**src/rtl/bist_scan_readout.sv**
```systemverilog
`default_nettype none
// ============================================================================
//  Module      : bist_scan_readout
//  Description : Reads the BIST capture buffer plus the lock-time results and
//                serializes them MSB first into a framed bit stream:
//                header | locktime | comp_locktime | length | entries | parity
//                The stream is offered on a valid/ready handshake.
//  Revision    : 1.0 - initial release
// ============================================================================
module bist_scan_readout #(
    parameter int         REGISTER_LENGTH = 30,
    parameter int         ENTRY_WIDTH     = 81,
    parameter logic [7:0] HEADER_PATTERN  = 8'hA5
) (
    input  logic                   ref_clk_bist,
    input  logic                   reset,
    input  logic                   start,
    input  logic                   abort,
    input  logic [10:0]            locktime,
    input  logic [10:0]            computational_locktime,
    output logic [6:0]             rd_index,
    input  logic [ENTRY_WIDTH-1:0] rd_data,
    output logic                   scan_out,
    output logic                   scan_valid,
    input  logic                   scan_ready,
    output logic                   busy,
    output logic                   frame_done
);

    localparam int C_RESULT_BITS = 29;
    // Shift register must hold the widest segment (an entry or the result block).
    localparam int C_SHW  = (ENTRY_WIDTH > C_RESULT_BITS) ? ENTRY_WIDTH : C_RESULT_BITS;
    localparam int C_CNTW = $clog2(C_SHW + 1);

    localparam logic [2:0] S_IDLE   = 3'd0;
    localparam logic [2:0] S_HEADER = 3'd1;
    localparam logic [2:0] S_RESULT = 3'd2;
    localparam logic [2:0] S_LOAD   = 3'd3;
    localparam logic [2:0] S_ENTRY  = 3'd4;
    localparam logic [2:0] S_PARITY = 3'd5;

    localparam logic [6:0]      C_LAST_INDEX = 7'(REGISTER_LENGTH - 1);
    localparam logic [6:0]      C_LEN_FIELD  = 7'(REGISTER_LENGTH);
    localparam logic [C_CNTW-1:0] C_HDR_LAST = C_CNTW'(7);
    localparam logic [C_CNTW-1:0] C_RES_LAST = C_CNTW'(C_RESULT_BITS - 1);
    localparam logic [C_CNTW-1:0] C_ENT_LAST = C_CNTW'(ENTRY_WIDTH - 1);

    logic [2:0]        state_q,      state_d;
    logic [C_SHW-1:0]  shift_q,      shift_d;
    logic [C_CNTW-1:0] cnt_q,        cnt_d;
    logic [6:0]        rd_index_q,   rd_index_d;
    logic [21:0]       hold_q,       hold_d;
    logic              parity_q,     parity_d;
    logic              scan_valid_q, scan_valid_d;
    logic              busy_q,       busy_d;
    logic              frame_done_q, frame_done_d;
    logic              accept;

    // Next-state logic: every serial advance is gated by an accepted bit.
    always_comb begin
        state_d      = state_q;
        shift_d      = shift_q;
        cnt_d        = cnt_q;
        rd_index_d   = rd_index_q;
        hold_d       = hold_q;
        parity_d     = parity_q;
        frame_done_d = 1'b0;
        accept       = scan_valid_q & scan_ready;

        case (state_q)
            S_IDLE: begin
                if (start) begin
                    state_d                  = S_HEADER;
                    hold_d                   = {locktime, computational_locktime};
                    shift_d                  = '0;
                    shift_d[C_SHW-1 -: 8]    = HEADER_PATTERN;
                    rd_index_d               = 7'd0;
                    cnt_d                    = '0;
                    parity_d                 = 1'b0;
                end
            end
            S_HEADER: begin
                if (accept) begin
                    shift_d = shift_q << 1;
                    cnt_d   = cnt_q + 1'b1;
                    if (cnt_q == C_HDR_LAST) begin
                        state_d                           = S_RESULT;
                        cnt_d                             = '0;
                        shift_d                           = '0;
                        shift_d[C_SHW-1 -: C_RESULT_BITS] = {hold_q, C_LEN_FIELD};
                    end
                end
            end
            S_RESULT: begin
                if (accept) begin
                    parity_d = parity_q ^ shift_q[C_SHW-1];
                    shift_d  = shift_q << 1;
                    cnt_d    = cnt_q + 1'b1;
                    if (cnt_q == C_RES_LAST) begin
                        state_d = S_LOAD;
                        cnt_d   = '0;
                    end
                end
            end
            S_LOAD: begin
                // rd_data is valid for the current rd_index; capture it here.
                state_d                         = S_ENTRY;
                cnt_d                           = '0;
                shift_d                         = '0;
                shift_d[C_SHW-1 -: ENTRY_WIDTH] = rd_data;
            end
            S_ENTRY: begin
                if (accept) begin
                    parity_d = parity_q ^ shift_q[C_SHW-1];
                    shift_d  = shift_q << 1;
                    cnt_d    = cnt_q + 1'b1;
                    if (cnt_q == C_ENT_LAST) begin
                        cnt_d = '0;
                        if (rd_index_q < C_LAST_INDEX) begin
                            rd_index_d = rd_index_q + 7'd1;
                            state_d    = S_LOAD;
                        end else begin
                            // Parity includes the entry bit being accepted now.
                            state_d          = S_PARITY;
                            shift_d          = '0;
                            shift_d[C_SHW-1] = parity_d;
                        end
                    end
                end
            end
            S_PARITY: begin
                if (accept) begin
                    state_d      = S_IDLE;
                    frame_done_d = 1'b1;
                    parity_d     = 1'b0;
                    shift_d      = '0;
                end
            end
            default: begin
                state_d = S_IDLE;
            end
        endcase

        // Abort overrides everything, including a simultaneous start.
        if (abort) begin
            state_d      = S_IDLE;
            shift_d      = '0;
            cnt_d        = '0;
            rd_index_d   = 7'd0;
            hold_d       = hold_q;
            parity_d     = 1'b0;
            frame_done_d = 1'b0;
        end

        scan_valid_d = (state_d == S_HEADER) || (state_d == S_RESULT) ||
                       (state_d == S_ENTRY)  || (state_d == S_PARITY);
        busy_d       = (state_d != S_IDLE);
    end

    // State registers with asynchronous active-low reset.
    always_ff @(posedge ref_clk_bist or negedge reset) begin
        if (!reset) begin
            state_q      <= S_IDLE;
            shift_q      <= '0;
            cnt_q        <= '0;
            rd_index_q   <= 7'd0;
            hold_q       <= '0;
            parity_q     <= 1'b0;
            scan_valid_q <= 1'b0;
            busy_q       <= 1'b0;
            frame_done_q <= 1'b0;
        end else begin
            state_q      <= state_d;
            shift_q      <= shift_d;
            cnt_q        <= cnt_d;
            rd_index_q   <= rd_index_d;
            hold_q       <= hold_d;
            parity_q     <= parity_d;
            scan_valid_q <= scan_valid_d;
            busy_q       <= busy_d;
            frame_done_q <= frame_done_d;
        end
    end

    assign rd_index   = rd_index_q;
    assign scan_out   = shift_q[C_SHW-1];
    assign scan_valid = scan_valid_q;
    assign busy       = busy_q;
    assign frame_done = frame_done_q;

endmodule
`default_nettype wire

```
**config.mk**
```make
export PLATFORM = sky130hd
export DESIGN_NAME = bist_scan_readout
export DESIGN_NICKNAME = d
export VERILOG_FILES = /design/src/rtl/bist_scan_readout.sv
export SDC_FILE = /design/constraint.sdc
export NUM_CORES = 1
export LEC_CHECK = 0
export CAP_MARGIN = 30
export CORE_UTILIZATION = 35
export CTS_BUF_LIST = sky130_fd_sc_hd__clkbuf_2 sky130_fd_sc_hd__clkbuf_4 sky130_fd_sc_hd__clkbuf_8
export DETAILED_ROUTE_END_ITERATION = 10
export PLACE_DENSITY = 0.64
export SLEW_MARGIN = 30
export SYNTH_ARGS = -nofsm -noshare
export SYNTH_HDL_FRONTEND = slang
export SYNTH_SLANG_ARGS = --single-unit
export TNS_END_PERCENT = 20
```
**constraint.sdc**
```tcl
create_clock -name ref_clk_bist -period 6.04 [get_ports ref_clk_bist]
set_input_delay 1.208 -clock ref_clk_bist [delete_from_list [all_inputs] [get_ports ref_clk_bist]]
set_output_delay 1.208 -clock ref_clk_bist [all_outputs]
set_load 0.01 [all_outputs]
```
==> results.yml <==
synthesis:
  seq_area_frac_synth_pct: 50.7
  synthMuxAreaShare_pct: 4.40
  ys_types: 62
  yosys.area.top_type_share_pct: 50.7
  synth-edff-count: 0
  synthSimpleGateAreaFrac_pct: 16.6
  synth.ff_latch_count: 124
  netlist_area_mm2: 0.00611
  synth_top_family_by_area: "compound AO/OA/AOI/OAI gates"
  synthAdderAreaFrac_pct: 0.614
  synth_top_area_cell: "dfrtp_1"
  synth_nets: 662
  synth_compound_gate_area_share_pct: 23.1
  synth_xor_xnor_area_share_pct: 0.573
  avgSynthCellArea_um2: 11.1
  synthCells: 551
  synth_area_leaders: "dfrtp_1 (51%), a221o_1 (12%), and2_1 (5.9%)"
  yosysWarnings: 0
  postSynth.asyncResetShare_pct: 100
  synth-main-ff-cell: "dfrtp_1"
sta:
  final_max_slew_viol_count: 0
  rsz0062_at_grt: "no"
  hold_viol_final: 0
  slew_headroom_pct: 40.5
  finClkSkew_ns: 0.0112
  finalCriticalPeriod_ns: 3.68
  tns_ns: 0
  fmax_ghz: 0.272
  worstMarginPinSlew_ns: 0.892
  fin_crit_sh_pct: 60.9
  setup_viol: 0
clock_tree:
  htreeDepth: 4
  cts_setup_buffers: 0
  clockBufferDepth: 2
  cts_hold_buf: 0
  cts_tree: "done"
  cts_buffers: 17
  clkTransAtPathRegs_ns: 0.07
  clkLatencyLatePin_ns: 0.44
  clkSinkCount: 124
  ctsResizeCount: 0
  clockRootBuffer: "clkbuf_8"
job:
  maxCapViolCount: 0
routing:
  route.vias.total: 4849
  avgRoutedWirePerCell_um: 17.1
  routed_wl_mm: 15.1
  drt_iter0_drc: 301
  drtAntennaViolNets: 0
  drc: 0
  viasPerCell: 5.50
  dr.pass1.iters: 8
power_and_ir_drop:
  peakVddDrop_mv: 0.133
  p_leak_nw: 3.34
  clkPwrFrac_pct: 41.7
  internal_power_mw: 1.46
  power_density_mw_per_mm2: 241
  pwr-share-comb_pct: 11.0
  switching_share_pct: 23.0
  p_switching_mw: 0.436
  p_seq_share_pct: 47.3
min_path:
  min_path_type: "flip-flop to flip-flop"
setup_path:
  path_max_fanout: 76
  critPathRequiredTime_ns: 6.42
  start_kind: "input port"
  critPathArrivalTime_ns: 4.06
  crit_type: "input port to flip-flop"
  end_kind: "flip-flop"
placement:
  placed_area_mm2: 0.00741
  place_hpwl_mm: 10.2
  portBuffers: 118
  finalWeightedCongestion: 0.809
final_layout:
  drive_gt1_share_pct: 12.3
  fillers: 1543
  layout.nets: 761
  diodes: 0
  finalInstanceArea_mm2: 0.00787
  mostFrequentLayoutCell: "dfrtp_1"
  multi_input_area_mm2: 0.00279
  register_area_mm2: 0.00310
  final_cell_mix: "dfrtp_1 (124), clkdlybuf4s50_1 (117), a221o_1 (76)"
  area_growth_pct: 28.7
global_route:
  antenna_found_initial: 0
  grt_pass1_wl_mm: 25.0
  grt_pass1_vias: 4977
  grt_usage_pct: 17.7
  overflow: 0
  grt_max_degree: 77
die:
  row_count: 47
  num_io_pins: 119
  start_util_pct: 36.4
  dieArea_mm2: 0.0180
  core_area_mm2: 0.0168
  die_h_um: 134
  die_w_um: 134
outcome:
  status: "finished clean"
## synth_stat cells, drive strengths merged, types with 2 or more instances
master	number
o21bai	6
ha	3
o211ai	4
nor2b	5
dfrtp	124
a21o	5
mux2	23
a21oi	22
and4b	2
inv	4
nor3	7
nand3	16
o2bb2ai	4
and2	58
buf	25
nor3b	3
a211oi	6
or2	4
and3	2
nand2b	2
xor2	3
a221o	76
a22oi	21
or3b	5
clkbuf	20
nand4	2
a31oi	4
o31ai	2
nor2	45
nor4	3
or3	3
nand2	15
o21ai	10
## worst max-delay path: stages
cell and delay [ns]:
clkdlybuf4s50_1 0.41, buf_4 0.23, a21o_1 0.22, a211o_1 0.54, or2_1 0.37, o32ai_4 0.09
buf_4 0.62, a221o_1 0.28
## state kept, by name, indices dropped and copies added, names as in the netlist
signal and count:
shift_q 81, hold_q 22, cnt_q 7, rd_index 7, state_q 3, busy 1
frame_done 1, parity_q 1, scan_valid 1
## cell type report
cell class                      instances  area share [%]
Clock inverter                          5            1.35
Clock buffer                           25            4.13
Multi-Input combinational cell        378            35.5
Inverter                                4           0.191
Timing Repair Buffer                  125            15.9
Tap cell                              220            3.50
Sequential cell                       124            39.4
## per-stage QoR
stage                     instances  utilization (%)  setup WS [ns]  power (mW)  hold slack [ns]
after floorplan                 551                -           3.32       0.999            0.457
after global placement          850             44.0           1.98        1.11            0.477
after detailed placement        850             44.1           1.90        1.12            0.479
after CTS                       880             46.6           2.37        1.92            0.496
after global routing            881             46.8           2.19        1.98            0.525
final                           881             46.8           2.36        1.90            0.493
## power groups by stage
stage | Clock (mW) | Combinational [mW] | Sequential (mW)
3_5_place_dp | 0 | 0.207 | 0.913
6_report | 0.791 | 0.209 | 0.897
3_3_place_gp | 0 | 0.202 | 0.910
2_1_floorplan | 0 | 0.0983 | 0.901
4_1_cts | 0.815 | 0.207 | 0.896
5_1_grt | 0.852 | 0.228 | 0.903
## worst paths after layout
path                             startpoint     endpoint  slack (ns)  cells after the start
worst min-delay path            shift_q[79]  shift_q[80]        0.49                      1
worst max-delay path                  abort  shift_q[51]        2.36                      8
min in group asynchronous             reset   hold_q[12]        0.86                      1
max in group asynchronous             reset  shift_q[37]        3.90                      2
worst max register to register   state_q[0]  shift_q[51]        2.78                      6
worst min register to register  shift_q[79]  shift_q[80]        0.49                      1
## layer usage
| metal | GRT usage (%) | share of wire [%] |
|---|---|---|
| met4 | 7.68 | 1.7 |
| met1 | 22.8 | 45 |
| met5 | 0 | 0 |
| met2 | 28.5 | 49 |
| met3 | 4.08 | 4.8 |
## kinds of logic after synthesis
| group | after synthesis |
|---|---|
| simple gates | 179 |
| buf+inv | 49 |
| mux | 24 |
| xor+xnor | 4 |
| flops | 124 |
| fa+ha+maj | 3 |
| compound gates | 168 |
No activity file was read; power rests on OpenSTA's default activity.
